$ cat src/rtl/pipe_ctrl_pkg.sv
// Shared types and constants for the pipeline hazard/stall controller.
// Used by dmem_seq_fsm and pipe_hazard_ctrl.
package pipe_ctrl_pkg;

  localparam int unsigned REG_IDX_W        = 5;
  localparam int unsigned PERF_W           = 32;
  localparam int unsigned DEFAULT_MAX_WAIT = 15;
  localparam int unsigned DEFAULT_CNT_W    = 8;

  localparam logic [REG_IDX_W-1:0] REG_ZERO = 5'd0;

  // Data-memory handshake sequencer states
  typedef enum logic [1:0] {
    IDLE = 2'd0,
    WAIT = 2'd1,
    DONE = 2'd2
  } mem_state_e;

  // One control bit per pipeline register, plus the W write suppression
  typedef struct packed {
    logic stall_f;
    logic stall_d;
    logic stall_e;
    logic stall_m;
    logic flush_d;
    logic flush_e;
    logic w_bubble;
  } pipe_ctl_t;

  // True when an enabled source operand names the given destination register
  function automatic logic src_hits(
    input logic                 use_src,
    input logic [REG_IDX_W-1:0] src,
    input logic [REG_IDX_W-1:0] rd
  );
    return use_src && (src == rd);
  endfunction

endpackage

$ cat src/rtl/dmem_seq_fsm.sv
// Data-memory handshake sequencer: IDLE/WAIT/DONE with a bounded wait
// counter. Produces the held request, the timeout pulse and mem_stall.
module dmem_seq_fsm
  import pipe_ctrl_pkg::*;
#(
  parameter int unsigned MAX_WAIT = DEFAULT_MAX_WAIT,
  parameter int unsigned CNT_W    = DEFAULT_CNT_W
) (
  input  logic clk,
  input  logic rst,
  input  logic M_mem_req,
  input  logic dmem_ack,
  output logic dmem_req,
  output logic mem_err,
  output logic mem_stall
);

  // Last count value before giving up on the ack
  localparam logic [CNT_W-1:0] LAST_CNT = CNT_W'(MAX_WAIT - 1);

  mem_state_e       r_state;
  logic [CNT_W-1:0] r_wait_cnt;
  logic             r_mem_err;

  // State, wait counter and timeout pulse; an ack outside WAIT is ignored
  always_ff @(posedge clk or posedge rst) begin
    if (rst) begin
      r_state    <= IDLE;
      r_wait_cnt <= '0;
      r_mem_err  <= 1'b0;
    end else begin
      r_mem_err <= 1'b0;
      case (r_state)
        IDLE: begin
          if (M_mem_req) begin
            r_state    <= WAIT;
            r_wait_cnt <= '0;
          end
        end
        WAIT: begin
          if (dmem_ack) begin
            r_state <= DONE;
          end else if (r_wait_cnt == LAST_CNT) begin
            r_state   <= DONE;
            r_mem_err <= 1'b1;
          end else begin
            r_wait_cnt <= r_wait_cnt + CNT_W'(1);
          end
        end
        DONE: begin
          r_state <= IDLE;
        end
        default: begin
          r_state <= IDLE;
        end
      endcase
    end
  end

  // Request is a pure state decode; stall also covers the IDLE detect cycle
  assign dmem_req  = (r_state == WAIT);
  assign mem_stall = ((r_state == IDLE) && M_mem_req) || (r_state == WAIT);
  assign mem_err   = r_mem_err;

endmodule

$ cat src/rtl/pipe_hazard_ctrl.sv
// Stall/flush scheduler for the 5-stage pipeline: memory handshake stalls,
// taken jump/branch flushes and load-use interlocks, in that priority.
// Optional stall-cycle counter enabled by defining PIPE_PERF_CNT_EN.
module pipe_hazard_ctrl
  import pipe_ctrl_pkg::*;
#(
  parameter int unsigned MAX_WAIT = DEFAULT_MAX_WAIT,
  parameter int unsigned CNT_W    = DEFAULT_CNT_W
) (
  input  logic                 clk,
  input  logic                 rst,
  input  logic [REG_IDX_W-1:0] D_rs1,
  input  logic [REG_IDX_W-1:0] D_rs2,
  input  logic                 D_use_rs1,
  input  logic                 D_use_rs2,
  input  logic [REG_IDX_W-1:0] E_rd,
  input  logic                 E_is_load,
  input  logic                 E_jb_taken,
  input  logic                 M_mem_req,
  input  logic                 dmem_ack,
  output logic                 dmem_req,
  output logic                 stall_F,
  output logic                 stall_D,
  output logic                 stall_E,
  output logic                 stall_M,
  output logic                 flush_D,
  output logic                 flush_E,
  output logic                 W_bubble,
  output logic                 mem_err,
  output logic [PERF_W-1:0]    stall_cycles
);

  logic      w_mem_stall;
  logic      w_load_use;
  pipe_ctl_t w_ctl;

  dmem_seq_fsm #(
    .MAX_WAIT (MAX_WAIT),
    .CNT_W    (CNT_W)
  ) u_dmem_seq (
    .clk       (clk),
    .rst       (rst),
    .M_mem_req (M_mem_req),
    .dmem_ack  (dmem_ack),
    .dmem_req  (dmem_req),
    .mem_err   (mem_err),
    .mem_stall (w_mem_stall)
  );

  // A load in E feeding a source of D; x0 never creates a dependency
  assign w_load_use = E_is_load && (E_rd != REG_ZERO) &&
                      (src_hits(D_use_rs1, D_rs1, E_rd) ||
                       src_hits(D_use_rs2, D_rs2, E_rd));

  // Priority mux; everything is quiet while the core is in reset
  always_comb begin
    w_ctl = '0;
    if (!rst) begin
      if (w_mem_stall) begin
        w_ctl.stall_f  = 1'b1;
        w_ctl.stall_d  = 1'b1;
        w_ctl.stall_e  = 1'b1;
        w_ctl.stall_m  = 1'b1;
        w_ctl.w_bubble = 1'b1;
      end else if (E_jb_taken) begin
        // D holds a wrong-path instruction, so its hazard is irrelevant
        w_ctl.flush_d = 1'b1;
        w_ctl.flush_e = 1'b1;
      end else if (w_load_use) begin
        w_ctl.stall_f = 1'b1;
        w_ctl.stall_d = 1'b1;
        w_ctl.flush_e = 1'b1;
      end
    end
  end

  assign stall_F  = w_ctl.stall_f;
  assign stall_D  = w_ctl.stall_d;
  assign stall_E  = w_ctl.stall_e;
  assign stall_M  = w_ctl.stall_m;
  assign flush_D  = w_ctl.flush_d;
  assign flush_E  = w_ctl.flush_e;
  assign W_bubble = w_ctl.w_bubble;

`ifdef PIPE_PERF_CNT_EN
  logic [PERF_W-1:0] r_stall_cycles;

  // Saturating count of cycles in which fetch is held
  always_ff @(posedge clk or posedge rst) begin
    if (rst) begin
      r_stall_cycles <= '0;
    end else if (w_ctl.stall_f && (r_stall_cycles != '1)) begin
      r_stall_cycles <= r_stall_cycles + PERF_W'(1);
    end
  end

  assign stall_cycles = r_stall_cycles;
`else
  assign stall_cycles = '0;
`endif

endmodule
$ cat config.mk
export PLATFORM = sky130hd
export DESIGN_NAME = pipe_hazard_ctrl
export DESIGN_NICKNAME = d
export VERILOG_FILES = /design/src/rtl/pipe_ctrl_pkg.sv /design/src/rtl/dmem_seq_fsm.sv /design/src/rtl/pipe_hazard_ctrl.sv
export SDC_FILE = /design/constraint.sdc
export NUM_CORES = 1
export LEC_CHECK = 0
export CAP_MARGIN = 20
export CELL_PAD_IN_SITES_DETAIL_PLACEMENT = 0
export CELL_PAD_IN_SITES_GLOBAL_PLACEMENT = 1
export CORE_ASPECT_RATIO = 0.9
export CORE_MARGIN = 2
export CORE_UTILIZATION = 27
export DETAILED_ROUTE_END_ITERATION = 6
export GPL_TIMING_DRIVEN = 0
export PLACE_DENSITY = 0.84
export SYNTH_ARGS = -nofsm -noshare
export SYNTH_HDL_FRONTEND = slang
export SYNTH_SLANG_ARGS = --single-unit
export TNS_END_PERCENT = 5
$ cat constraint.sdc
create_clock -name clk -period 3.2 [get_ports clk]
set_clock_uncertainty 0.05 [all_clocks]
set_input_delay 0.96 -clock clk [delete_from_list [all_inputs] [get_ports clk]]
set_output_delay 0.96 -clock clk [all_outputs]
set_load 0.03 [all_outputs]
==> flow_metrics.tcl <==
set metrics [dict create \
    status "finished, final reports clean" \
    synthAdderAreaFrac_pct 2.16 \
    drt-initial-drc-count 13 \
    leakagePower_nw 0.825 \
    critPathLaunchType "input pin" \
    hold_class "flip-flop to flip-flop" \
    worstPathMaxFanout 2 \
    synth_top_family_by_area "buffers and inverters" \
    wl_per_cell_um 9.97 \
    report.final.hold_viol_count 0 \
    multi_input_area_um2 744 \
    grt_pass1_wl_um 3970 \
    cts.hold.buffers_added 0 \
    rrSetupSlack_ns 1.36 \
    synth_edf_count 0 \
    seqPwrFrac_pct 27.9 \
    dpl.hpwl_um 1940 \
    fin_crit_sh_pct 97.9 \
    crit_path_end_kind "output pin" \
    path_cells "clkdlybuf4s15_1 > xor2_1 > nor4_2 > a32oi_2 > o21bai_2 > buf_6" \
    whs_path_depth 2 \
    cts.sinks 11 \
    async_flop_share_pct 100 \
    yosysWarningCount 0 \
    cp_slowest_stage_delay_ns 0.29 \
    gp_congestion 0.765 \
    power_mw 0.642 \
    power_density_mw_per_mm2 375 \
    synth_seq_cells 11 \
    arrival_ns 2.12 \
    dr.pass1.iters 4 \
    filler_cell_count 416 \
    tns_ns 0 \
    die_w_um 73.1 \
    yosys.area_share.simple_pct 17.8 \
    hold_slack_ns 0.504 \
    cts.clk_slew.worst_paths_ns 0.05 \
    synthCells 125 \
    nets 217 \
    sw_frac_of_total_pct 40.7 \
    synth_top_area_share_pct 23.7 \
    p_clk_share_pct 22.1 \
    intPower_mw 0.380 \
    syn_area_per_cell_um2 9.28 \
    synth-compound-area-share_pct 16.9 \
    p_switching_mw 0.262 \
    dieHeight_um 66.2 \
    comb_power_share_pct 50.0 \
    yosysTopAreaCell "dfrtp_1" \
    worst_pin_slew_ns 0.583 \
    clk_latency_ns 0.24 \
    worstHoldEndpoint "u_dmem_seq.r_wait_cnt[3]" \
    max_cap_violations 0 \
    root_buffer "clkbuf_8" \
    fin_crit_ns 3.13 \
    ys_seq_area_share_pct 23.7 \
    reg2reg_to "u_dmem_seq.r_wait_cnt[0]" \
    reg2reg_from "u_dmem_seq.r_wait_cnt[0]" \
    rows 22 \
    drive_above_1_share_pct 36.6 \
    grt_overflow 0 \
    io_pins 64 \
    diodes 0 \
    die-area_mm2 0.00484 \
    netlist_top_cells_area "dfrtp_1, buf_4, a2111oi_4, xor2_1, mux2i_1" \
    syn_to_final_growth_pct 47.7 \
    rsz0062_at_grt "false" \
    synth_cell_types 38 \
    htreeDepth 1 \
    utilization_pct 41.8 \
    grt_max_degree 12 \
    num_vias 919 \
    grt_antenna_before_repair 0 \
    fmax_ghz 0.319 \
    clockBufferDepth 2 \
    worstSetupPathType "input pin to output pin" \
    ys.flop_type "dfrtp_1" \
    cp.required_ns 2.19 \
    grt_pass1_vias 889 \
    wirelength_um 2380 \
    seqCellArea_um2 275 \
    synth_xor_xnor_area_share_pct 7.55 \
    muxShareOfSynthArea_pct 6.26 \
    finalSetupViolCount 0 \
    port_buffers 31 \
    cts_tree "done" \
    syn-cell-area_mm2 0.00116 \
    hp-start "u_dmem_seq.r_wait_cnt[3]" \
    drcViolationCount 0 \
    r2r_cells 5 \
    drv_slew 0 \
    cts_inserted_buffers 3 \
    critPathSlowestCell "nor4_2" \
    drt-vias-per-instance 3.85 \
    slew_headroom_pct 61.1 \
    start_util_pct 28.3 \
    design.core.area_mm2 0.00410 \
    crit_path_start "D_rs2[4]" \
    grt_use_total_pct 10.7 \
    peakVddDrop_mv 0.122 \
    ant_nets 0 \
]
[kinds of logic (layout without fill, tap and decap cells)]
family,count (synthesis),in the layout
AND/OR/NAND/NOR,34,34
AO/OA/AOI/OAI,17,17
adder cells (fa/ha/maj),2,2
multiplexers,7,7
other,1,32
flip-flops,11,11
XOR/XNOR,10,10
buffers and inverters,43,78
[registers in the layout, summed over array words and instances (netlist names)]
signal / flops
u_dmem_seq.r_wait_cnt: 8
u_dmem_seq.r_state: 2
u_dmem_seq.mem_err: 1
[cell type report]
class	count	area share (%)
Sequential cell	11	16.1
Multi-Input combinational cell	102	43.5
Tap cell	48	3.51
Inverter	6	1.53
Timing Repair Buffer	32	17.5
Clock buffer	4	2.63
Buffer	36	15.3
[power by group through the flow]
stage               sequential, mW  combinational (mW)  clock [mW]
floorplan                    0.176               0.242           0
global placement             0.180               0.320           0
detailed placement           0.181               0.326           0
CTS                          0.179               0.320       0.147
global route                 0.181               0.349       0.156
finish                       0.179               0.321       0.142
[cells in the final DEF, fill, tap and decap left out, types with 2 or more instances in the layout]
cell type	n
conb_1	32
nor4_2	3
inv_1	5
xor2_1	8
xnor2_1	2
buf_4	36
ha_1	2
clkdlybuf4s50_1	8
a21oi_1	2
and2_1	2
a21boi_0	2
nor2_1	3
clkdlybuf4s15_1	4
dlygate4sd2_1	8
nand3_1	3
nand2b_1	7
buf_6	4
clkdlybuf4s15_2	3
clkbuf_8	3
nand2_1	7
dfrtp_1	11
a2111oi_4	3
clkbuf_1	3
mux2_2	2
mux2i_1	5
buf_2	2
[how the worst max path moves through the flow]
stage / to
after floorplan: stall_F
after global placement: stall_F
after detailed placement: stall_F
after CTS: flush_E
after global routing: stall_F
final: stall_D
[repair_timing]
action                                  in CTS  in global routing
gates resized for setup                     69                  8
endpoints found under the setup margin       7                  2
buffers inserted                             1                  0
pin swaps                                   10                  6
[Yosys cell counts (2+ instances only)]
| cell | number |
|---|---|
| nor4_1 | 2 |
| nor2_1 | 3 |
| inv_1 | 6 |
| nor3_1 | 2 |
| clkbuf_1 | 2 |
| xnor2_1 | 2 |
| nand2_1 | 7 |
| mux2_2 | 2 |
| nand2b_1 | 7 |
| buf_4 | 35 |
| a2111oi_4 | 3 |
| o21bai_1 | 2 |
| xor2_1 | 8 |
| a21boi_0 | 2 |
| mux2i_1 | 5 |
| dfrtp_1 | 11 |
| ha_1 | 2 |
| nand3_1 | 3 |
| a21oi_1 | 2 |
[per-stage QoR]
| step | area, um^2 | setup WS [ns] | instances |
|---|---|---|---|
| after global routing | 1710 | 0.000988 | 239 |
| after CTS | 1710 | 0.0210 | 239 |
| final | 1710 | 0.0681 | 239 |
| after global placement | 1660 | -0.879 | 235 |
| after detailed placement | 1660 | -0.919 | 235 |
| after floorplan | 1280 | 0.0847 | 156 |
[critical path: cells and delay by family]
family,cells,cell delay [ns]
compound gates,2,0.38
buf+inv,2,0.33
simple gates,1,0.29
xor+xnor,1,0.16
[layer usage]
metal	wire length, um	global-route usage, %	vias to the layer above
met4	36	4.86	0
met3	193	2.74	5
met2	1160	19.1	31
met5	0	0	-
met1	992	11.7	392
li1	-	-	491
No activity file was read; power rests on OpenSTA's default activity.
